File: config.mk
export PLATFORM = sky130hd
export DESIGN_NAME = alk_mdloop_seq
export DESIGN_NICKNAME = d
export VERILOG_FILES = /design/src/rtl/alk_mdloop_seq.sv
export SDC_FILE = /design/constraint.sdc
export NUM_CORES = 1
export LEC_CHECK = 0
export CAP_MARGIN = 20
export CORE_ASPECT_RATIO = 1.5
export CORE_MARGIN = 2
export CORE_UTILIZATION = 25
export CTS_BUF_LIST = sky130_fd_sc_hd__clkbuf_4 sky130_fd_sc_hd__clkbuf_8
export CTS_CLUSTER_SIZE = 14
export DETAILED_ROUTE_END_ITERATION = 16
export GPL_ROUTABILITY_DRIVEN = 1
export PLACE_DENSITY_LB_ADDON = 0.25
export SYNTH_ARGS = -nofsm -noshare
export SYNTH_HDL_FRONTEND = slang
export SYNTH_SLANG_ARGS = --single-unit
File: constraint.sdc
create_clock -name clk_h -period 2.9 [get_ports clk_h]
set_input_delay 0.87 -clock clk_h [delete_from_list [all_inputs] [get_ports clk_h]]
set_output_delay 0.87 -clock clk_h [all_outputs]
set_load 0.03 [all_outputs]
File: src/rtl/alk_mdloop_seq.sv
// alk_mdloop_seq: multiply/divide loop sequencer for the ALK datapath slice.
// Decodes the ALPCTL mul/div group and counts loop iterations. It also drives
// the loop flag, the shift direction, the last-iteration strobe and the
// remainder fix-up cycle.
// Build option: define ALK_MDLOOP_EARLY_EN so that a MUL loop ends early when
// the remaining multiplier bits are zero. Without it, every loop runs the full
// N iterations.
//
// Issue handshake: uvalid_h is the only qualifier, and there is no ready. An
// op is taken on a rising edge when all of the following hold: uvalid_h=1,
// alu_0xxx_l=1, stall_h=0, abort_h=0, and the sequencer is IDLE. Microcode
// never issues while busy_h=1, and any such issue is dropped.
module alk_mdloop_seq #(
    parameter int WIDTH     = 32,
    parameter int FAST_BITS = 2,
    parameter int CNT_W     = 6
) (
    input  logic             clk_h,
    input  logic             reset_h,
    input  logic [9:0]       alpctl_h,
    input  logic             alu_0xxx_l,
    input  logic             alu_shl_op_h,
    input  logic             alu_shr_op_h,
    input  logic             uvalid_h,
    input  logic             stall_h,
    input  logic             abort_h,
    input  logic             mdr_zero_h,
    output logic             busy_h,
    output logic             loop_flag_h,
    output logic             last_iter_h,
    output logic             fix_h,
    output logic             shl_op_h,
    output logic             shr_op_h,
    output logic [CNT_W-1:0] iter_cnt_h,
    output logic [1:0]       dbg_state_h
);

    typedef enum logic [1:0] {
        ST_IDLE = 2'd0,
        ST_LOOP = 2'd1,
        ST_LAST = 2'd2,
        ST_FIX  = 2'd3
    } state_t;

    // Iteration counts and the counter values loaded at issue (N-1).
    localparam int N_FAST = WIDTH / FAST_BITS;
    localparam int N_SLOW = WIDTH;
    localparam logic [CNT_W-1:0] LOAD_FAST = CNT_W'(N_FAST - 1);
    localparam logic [CNT_W-1:0] LOAD_SLOW = CNT_W'(N_SLOW - 1);
    localparam logic [CNT_W-1:0] CNT_ONE   = CNT_W'(1);

    state_t           state_q, state_d;
    logic [CNT_W-1:0] cnt_q, cnt_d;
    logic             op_mul_q, op_mul_d;
    logic             op_div_q, op_div_d;

    logic             grp_hit;
    logic             dec_mul;
    logic             dec_div;
    logic             dec_divd;
    logic             dec_rem;
    logic             dec_slow;
    logic             is_idle;
    logic             take;
    logic             issue_md;
    logic             issue_rem;
    logic [CNT_W-1:0] load_val;
    logic             early_stop;

    // Decode the ALPCTL mul/div group. The whole group needs alu_0xxx_l=1.
    always_comb begin
        grp_hit  = alu_0xxx_l && (alpctl_h[9:6] == 4'b1001) && alpctl_h[5];
        dec_mul  = grp_hit && (alpctl_h[3:2] == 2'b10) && alpctl_h[0];
        dec_div  = grp_hit && (alpctl_h[3:2] == 2'b11) && !alpctl_h[0];
        dec_divd = grp_hit && (alpctl_h[3:2] == 2'b11) && (alpctl_h[1:0] == 2'b11);
        dec_rem  = grp_hit && (alpctl_h[4:0] == 5'b01010);
        dec_slow = alpctl_h[1];
    end

    // Issue qualification and the counter preload for the chosen radix.
    always_comb begin
        is_idle   = (state_q == ST_IDLE);
        take      = uvalid_h && !stall_h && !abort_h && is_idle;
        issue_md  = take && (dec_mul || dec_div);
        issue_rem = take && dec_rem;
        load_val  = dec_slow ? LOAD_SLOW : LOAD_FAST;
    end

`ifdef ALK_MDLOOP_EARLY_EN
    // A MUL loop may stop once the remaining multiplier bits are all zero.
    // DIV always runs the full count.
    always_comb begin
        early_stop = op_mul_q && mdr_zero_h;
    end
`else
    logic mdr_zero_unused;
    // Without the early-exit option, mdr_zero_h has no effect.
    always_comb begin
        early_stop      = 1'b0;
        mdr_zero_unused = mdr_zero_h;
    end
`endif

    // Next-state, counter and latched-mode logic.
    // Abort takes priority over stall, and stall takes priority over progress.
    always_comb begin
        state_d  = state_q;
        cnt_d    = cnt_q;
        op_mul_d = op_mul_q;
        op_div_d = op_div_q;
        if (abort_h) begin
            state_d  = ST_IDLE;
            cnt_d    = '0;
            op_mul_d = 1'b0;
            op_div_d = 1'b0;
        end else if (!stall_h) begin
            case (state_q)
                ST_IDLE: begin
                    if (issue_md) begin
                        op_mul_d = dec_mul;
                        op_div_d = dec_div;
                        cnt_d    = load_val;
                        // A single-iteration configuration skips LOOP entirely.
                        state_d  = (load_val == '0) ? ST_LAST : ST_LOOP;
                    end else if (issue_rem) begin
                        op_mul_d = 1'b0;
                        op_div_d = 1'b0;
                        cnt_d    = '0;
                        state_d  = ST_FIX;
                    end
                end
                ST_LOOP: begin
                    if (early_stop || (cnt_q == CNT_ONE)) begin
                        cnt_d   = '0;
                        state_d = ST_LAST;
                    end else begin
                        cnt_d = cnt_q - CNT_ONE;
                    end
                end
                ST_LAST: begin
                    op_mul_d = 1'b0;
                    op_div_d = 1'b0;
                    state_d  = ST_IDLE;
                end
                ST_FIX: begin
                    state_d = ST_IDLE;
                end
                default: begin
                    state_d = ST_IDLE;
                    cnt_d   = '0;
                end
            endcase
        end
    end

    // State register with asynchronous reset to IDLE.
    always_ff @(posedge clk_h or posedge reset_h) begin
        if (reset_h) begin
            state_q  <= ST_IDLE;
            cnt_q    <= '0;
            op_mul_q <= 1'b0;
            op_div_q <= 1'b0;
        end else begin
            state_q  <= state_d;
            cnt_q    <= cnt_d;
            op_mul_q <= op_mul_d;
            op_div_q <= op_div_d;
        end
    end

    // Moore status outputs, plus shift requests that merge the ALU pass-through.
    // Stall holds these outputs because it holds the state.
    always_comb begin
        busy_h      = (state_q != ST_IDLE);
        loop_flag_h = (state_q == ST_LOOP);
        last_iter_h = (state_q == ST_LAST);
        fix_h       = (state_q == ST_FIX);
        iter_cnt_h  = cnt_q;
        dbg_state_h = state_q;
        shl_op_h    = alu_shl_op_h
                    | (dec_divd && uvalid_h && is_idle)
                    | (op_div_q && (loop_flag_h || last_iter_h));
        shr_op_h    = alu_shr_op_h
                    | (op_mul_q && (loop_flag_h || last_iter_h));
    end

endmodule

Word-level counts from Yosys, hierarchy flattened
Cells that the tools add are included.

operators by class
  $add $sub $neg = 1
  multipliers = 0
  divide/modulo/power cells = 0
  $lt $le $gt $ge = 0
  eq/ne operators = 12
  shift-type cells = 0
  muxes and demuxes = 23
  bitwise gates (word level) = 3
  reductions and logical operators = 31

operator list
  cell                   count
  $mux W6                5
  $logic_and A1 B1 Y1    17
  $mux W2                6
  $pmux W6 S2            1
  $eq A2 B2 Y1 const B   5
  $reduce_and A3 Y1      3
  $mux W1                7
  $eq A6 B1 Y1 const B   1
  $logic_not A6 Y1       1
  $pmux W2 S3            1
  $reduce_bool A3 Y1     2
  $sub A6 B1 Y6 const B  1
  $eq A5 B4 Y1 const B   1
  $mux W5                1
  $eq A4 B4 Y1 const B   1
  $ne A4 B2 Y1 const B   1
  $pmux W1 S2            2
  $logic_not A1 Y1       3
  $ne A3 B2 Y1 const B   1
  $or A1 B1 Y1           3
  $eq A2 B1 Y1 const B   1
  $logic_not A2 Y1       1
  $logic_or A1 B1 Y1     2
  $ne A2 B1 Y1 const B   1
  other kinds (2)        2

storage, ports and cells
  bits in registers = 10
  bits in latches = 0
  bits in writable memories = 0
  ROM bits = 0
  output and inout port bits = 14
  logic and storage cells = 74
  memories kept = 0

Depth between registers and ports, before layout
  depth after elaboration = 11
  depth in mapped cells = 8

Worst setup path after synthesis
Ideal clock, no wire load.

  path type = input to output
  from = input alpctl_h[3]
  to = output shl_op_h
  arrival time = 2.302 ns
  required time = 2.030 ns
  setup slack = -0.272 ns
  cell stages on the path = 3
  cells stage by stage = nand4_1 or4_2 o21ai_0

on the way
  word-level cells in the longest chain between the ends = 7

ends and longest elaborated chain
  item                              line  text
  start: declaration                20    input logic [9:0] alpctl_h,
  $eq A2 B2 Y1                      75    dec_divd = grp_hit && (alpctl_h[3:2] == 2'b11) && (alpctl_h[1:0] == 2'b11);
  $logic_and A1 B1 Y1 (2 in a row)  75
  $logic_and A1 B1 Y1 (2 in a row)  181   | (dec_divd && uvalid_h && is_idle)
  $or A1 B1 Y1                      181
  $or A1 B1 Y1                      182   | (op_div_q && (loop_flag_h || last_iter_h));
  end: declaration                  32    output logic shl_op_h,

Every way passes these cells.

Worst setup path after layout
  from = input alpctl_h[7]
  to = output shl_op_h

on the way
  word-level cells in the longest chain between the ends = 9

ends and longest elaborated chain
  item                              line  text
  $eq A4 B4 Y1                      72    grp_hit = alu_0xxx_l && (alpctl_h[9:6] == 4'b1001) && alpctl_h[5];
  $logic_and A1 B1 Y1 (2 in a row)  72
  $logic_and A1 B1 Y1 (2 in a row)  75
  $logic_and A1 B1 Y1 (2 in a row)  181
  $or A1 B1 Y1                      181
  $or A1 B1 Y1                      182

Every way passes these cells.

==> results.py <==
metrics = {
    "status": {
        "status": "completed",
    },
    "final_layout": {
        "final_cell_mix": "20 x clkdlybuf4s50_1, 16 x buf_4, 10 x dfrtp_1, 8 x inv_1",
        "fin_util_pct": 42.5,
        "final_common_cell": "clkdlybuf4s50_1",
        "antennaDiodeCount": 0,
        "stdcell_area_sq_um": 1330,
        "drive_gt1_share_pct": 22.7,
        "area_delta_synth_final_pct": 63.9,
        "nets": 167,
        "final_cells": 181,
    },
    "placed_design": {
        "placed_area_sq_um": 1240,
        "gp_congestion": 0.894,
        "pre_cts_ws_ps": -388,
        "dp_cells": 173,
        "dp_hpwl_um": 1930,
        "portBuffers": 31,
    },
    "setup_path": {
        "crit_end": "shl_op_h",
        "r2r_cells": 8,
        "cp-end-kind": "output port",
        "cp_data_arrival_time_ps": 1960,
        "reg2reg_to": "dbg_state_h[1]",
        "critPathLaunch": "alpctl_h[7]",
        "reg2reg_slack_ps": 710,
        "path_class": "input pin to output port",
        "crit_required_ps": 2030,
        "reg2reg_from": "dbg_state_h[1]",
        "cp_max_fo": 2,
        "start_kind": "input pin",
    },
    "detailed_routing": {
        "first_pass_iters": 4,
        "drc": 0,
        "route.final.wire_length_um": 2380,
        "ant_nets": 0,
        "viasPerCell": 4.98,
        "vias": 901,
        "drt-initial-drc-count": 24,
        "wire_per_inst_um": 13.1,
    },
    "floorplan": {
        "start_util_pct": 25.9,
        "die_w_um": 50.5,
        "coreArea_sq_um": 3130,
        "placementRows": 25,
        "die_area_sq_um": 3720,
        "die_h_um": 73.7,
        "io_pins": 33,
    },
    "min_path": {
        "worstHoldStart": "op_mul_q",
        "min_path_cells": 1,
        "hold_class": "register to register",
    },
    "sta": {
        "tightest_slew_ps": 385,
        "clock.fmax_mhz": 353,
        "rsz0062_at_grt": "false",
        "fin_ws_ps": 65.3,
        "clock-skew-final_ps": 1.74,
        "setup_tns_ps": 0,
        "hold_violations": 0,
        "period_share_pct": 97.7,
        "slew_headroom_pct": 74.3,
        "setup_viol": 0,
        "slew_violations": 0,
        "min_period_ps": 2830,
        "timing.hold.ws_ps": 496,
    },
    "logic_synthesis": {
        "synth.avg_cell_area_sq_um": 8.72,
        "yosys_warnings": 0,
        "synthCells": 93,
        "ys_ff_latch": 10,
        "ys_types": 34,
        "mappedNetlistArea_sq_um": 811,
        "synth_seq_area_share_pct": 30.9,
        "synth_nets": 118,
    },
    "clock_network": {
        "cts_tree": "built",
        "root_buffer": "clkbuf_8",
        "numCtsBuffers": 3,
        "cts_hold_buf": 0,
        "clkTransAtPathRegs_ps": 50,
        "htreeDepth": 1,
        "clockBufferDepth": 2,
        "clock-sinks": 10,
        "clk-insertion-delay-late_ps": 230,
    },
    "power_and_ir_drop": {
        "peakVddDrop_mv": 0.307,
        "total_power_mw": 0.478,
        "p_leak_nw": 0.596,
        "power_density_nw_per_um2": 360,
    },
    "global_route": {
        "grt_pass1_vias": 960,
        "antenna_found_initial": 0,
        "grt_first_pass_wirelength_um": 4130,
        "grt_usage_pct": 14.4,
        "overflow": 0,
        "grt_max_degree": 11,
    },
    "job": {
        "drv_cap": 0,
    },
}
==> per-layer routing <==
layer	routed length [um]	global-route usage, %
met5	0	0
met1	939	15.1
met2	1260	27.2
met4	39	3.30
met3	142	5.08
==> report_power, final <==
part / internal, mW / switching [mW] / total, mW
Combinational: 0.0697 / 0.0806 / 0.150
Sequential: 0.145 / 0.00785 / 0.153
Clock: 0.119 / 0.0553 / 0.175
Total: 0.334 / 0.144 / 0.478
==> final cells by class <==
type | instances | area [sq um]
Fill cell | 337 | 1800
Inverter | 8 | 30.0
Timing Repair Buffer | 46 | 412
Clock buffer | 4 | 55.1
Sequential cell | 10 | 250
Multi-Input combinational cell | 73 | 532
Tap cell | 40 | 50.0
==> Yosys cell counts, drive strengths merged <==
cell type   n  share of area, %
buf         1               1.4
nand4       1              0.77
nor4b       1               1.1
o22ai       3               2.3
nand2       7               3.2
a41oi       1               1.1
nor4        2               1.5
nand4b      1               1.1
mux2        3               5.1
o21a        1              0.93
nand2b      3               2.3
a21oi       7               4.3
or4         2               2.5
or4b        1               1.2
or2         1              0.77
a21o        1              0.93
ha          6               9.3
inv         8               3.7
a31oi       1              0.77
o32ai       1               1.1
a22o        1               1.1
nor3        5               3.1
o21ai       8               4.9
dfrtp      10                31
clkbuf      1              0.46
a211oi      2               3.4
nand3       2               1.2
a32o        4               4.9
nor2        6               2.8
nor2b       1              0.77
xor2        1               1.1
==> how the worst min path moves through the flow <==
stage / slack, ps / to
detailed placement: 490 / op_mul_q
finish: 500 / op_mul_q
floorplan: 470 / op_mul_q
global placement: 510 / op_mul_q
global route: 530 / op_mul_q
CTS: 500 / op_mul_q
==> critical path, stage by stage <==
cell and delay (ps):
dlygate4sd2_1 250, or4_4 540, o21ai_2 160, buf_6 140
==> cell families after synthesis <==
logic type               count (synthesis)  share of synthesized area (%)
AO/OA/AOI/OAI                           30                           25.8
XOR/XNOR                                 1                           1.08
AND/OR/NAND/NOR                         33                           22.4
multiplexers                             3                           5.09
adder cells (fa/ha/maj)                  6                           9.26
flip-flops                              10                           30.9
buffers and inverters                   10                           5.56
==> state kept, by name, summed over array words and instances (netlist names) <==
signal	flops
iter_cnt_h	6
dbg_state_h	2
op_div_q	1
op_mul_q	1
==> timing repair <==
item,in CTS,in global routing
buffers inserted,4,0
setup endpoints to repair,1,5
resized for setup,11,5
gates cloned,0,0
pin swaps,3,2
(Power assumes the default switching activity.)
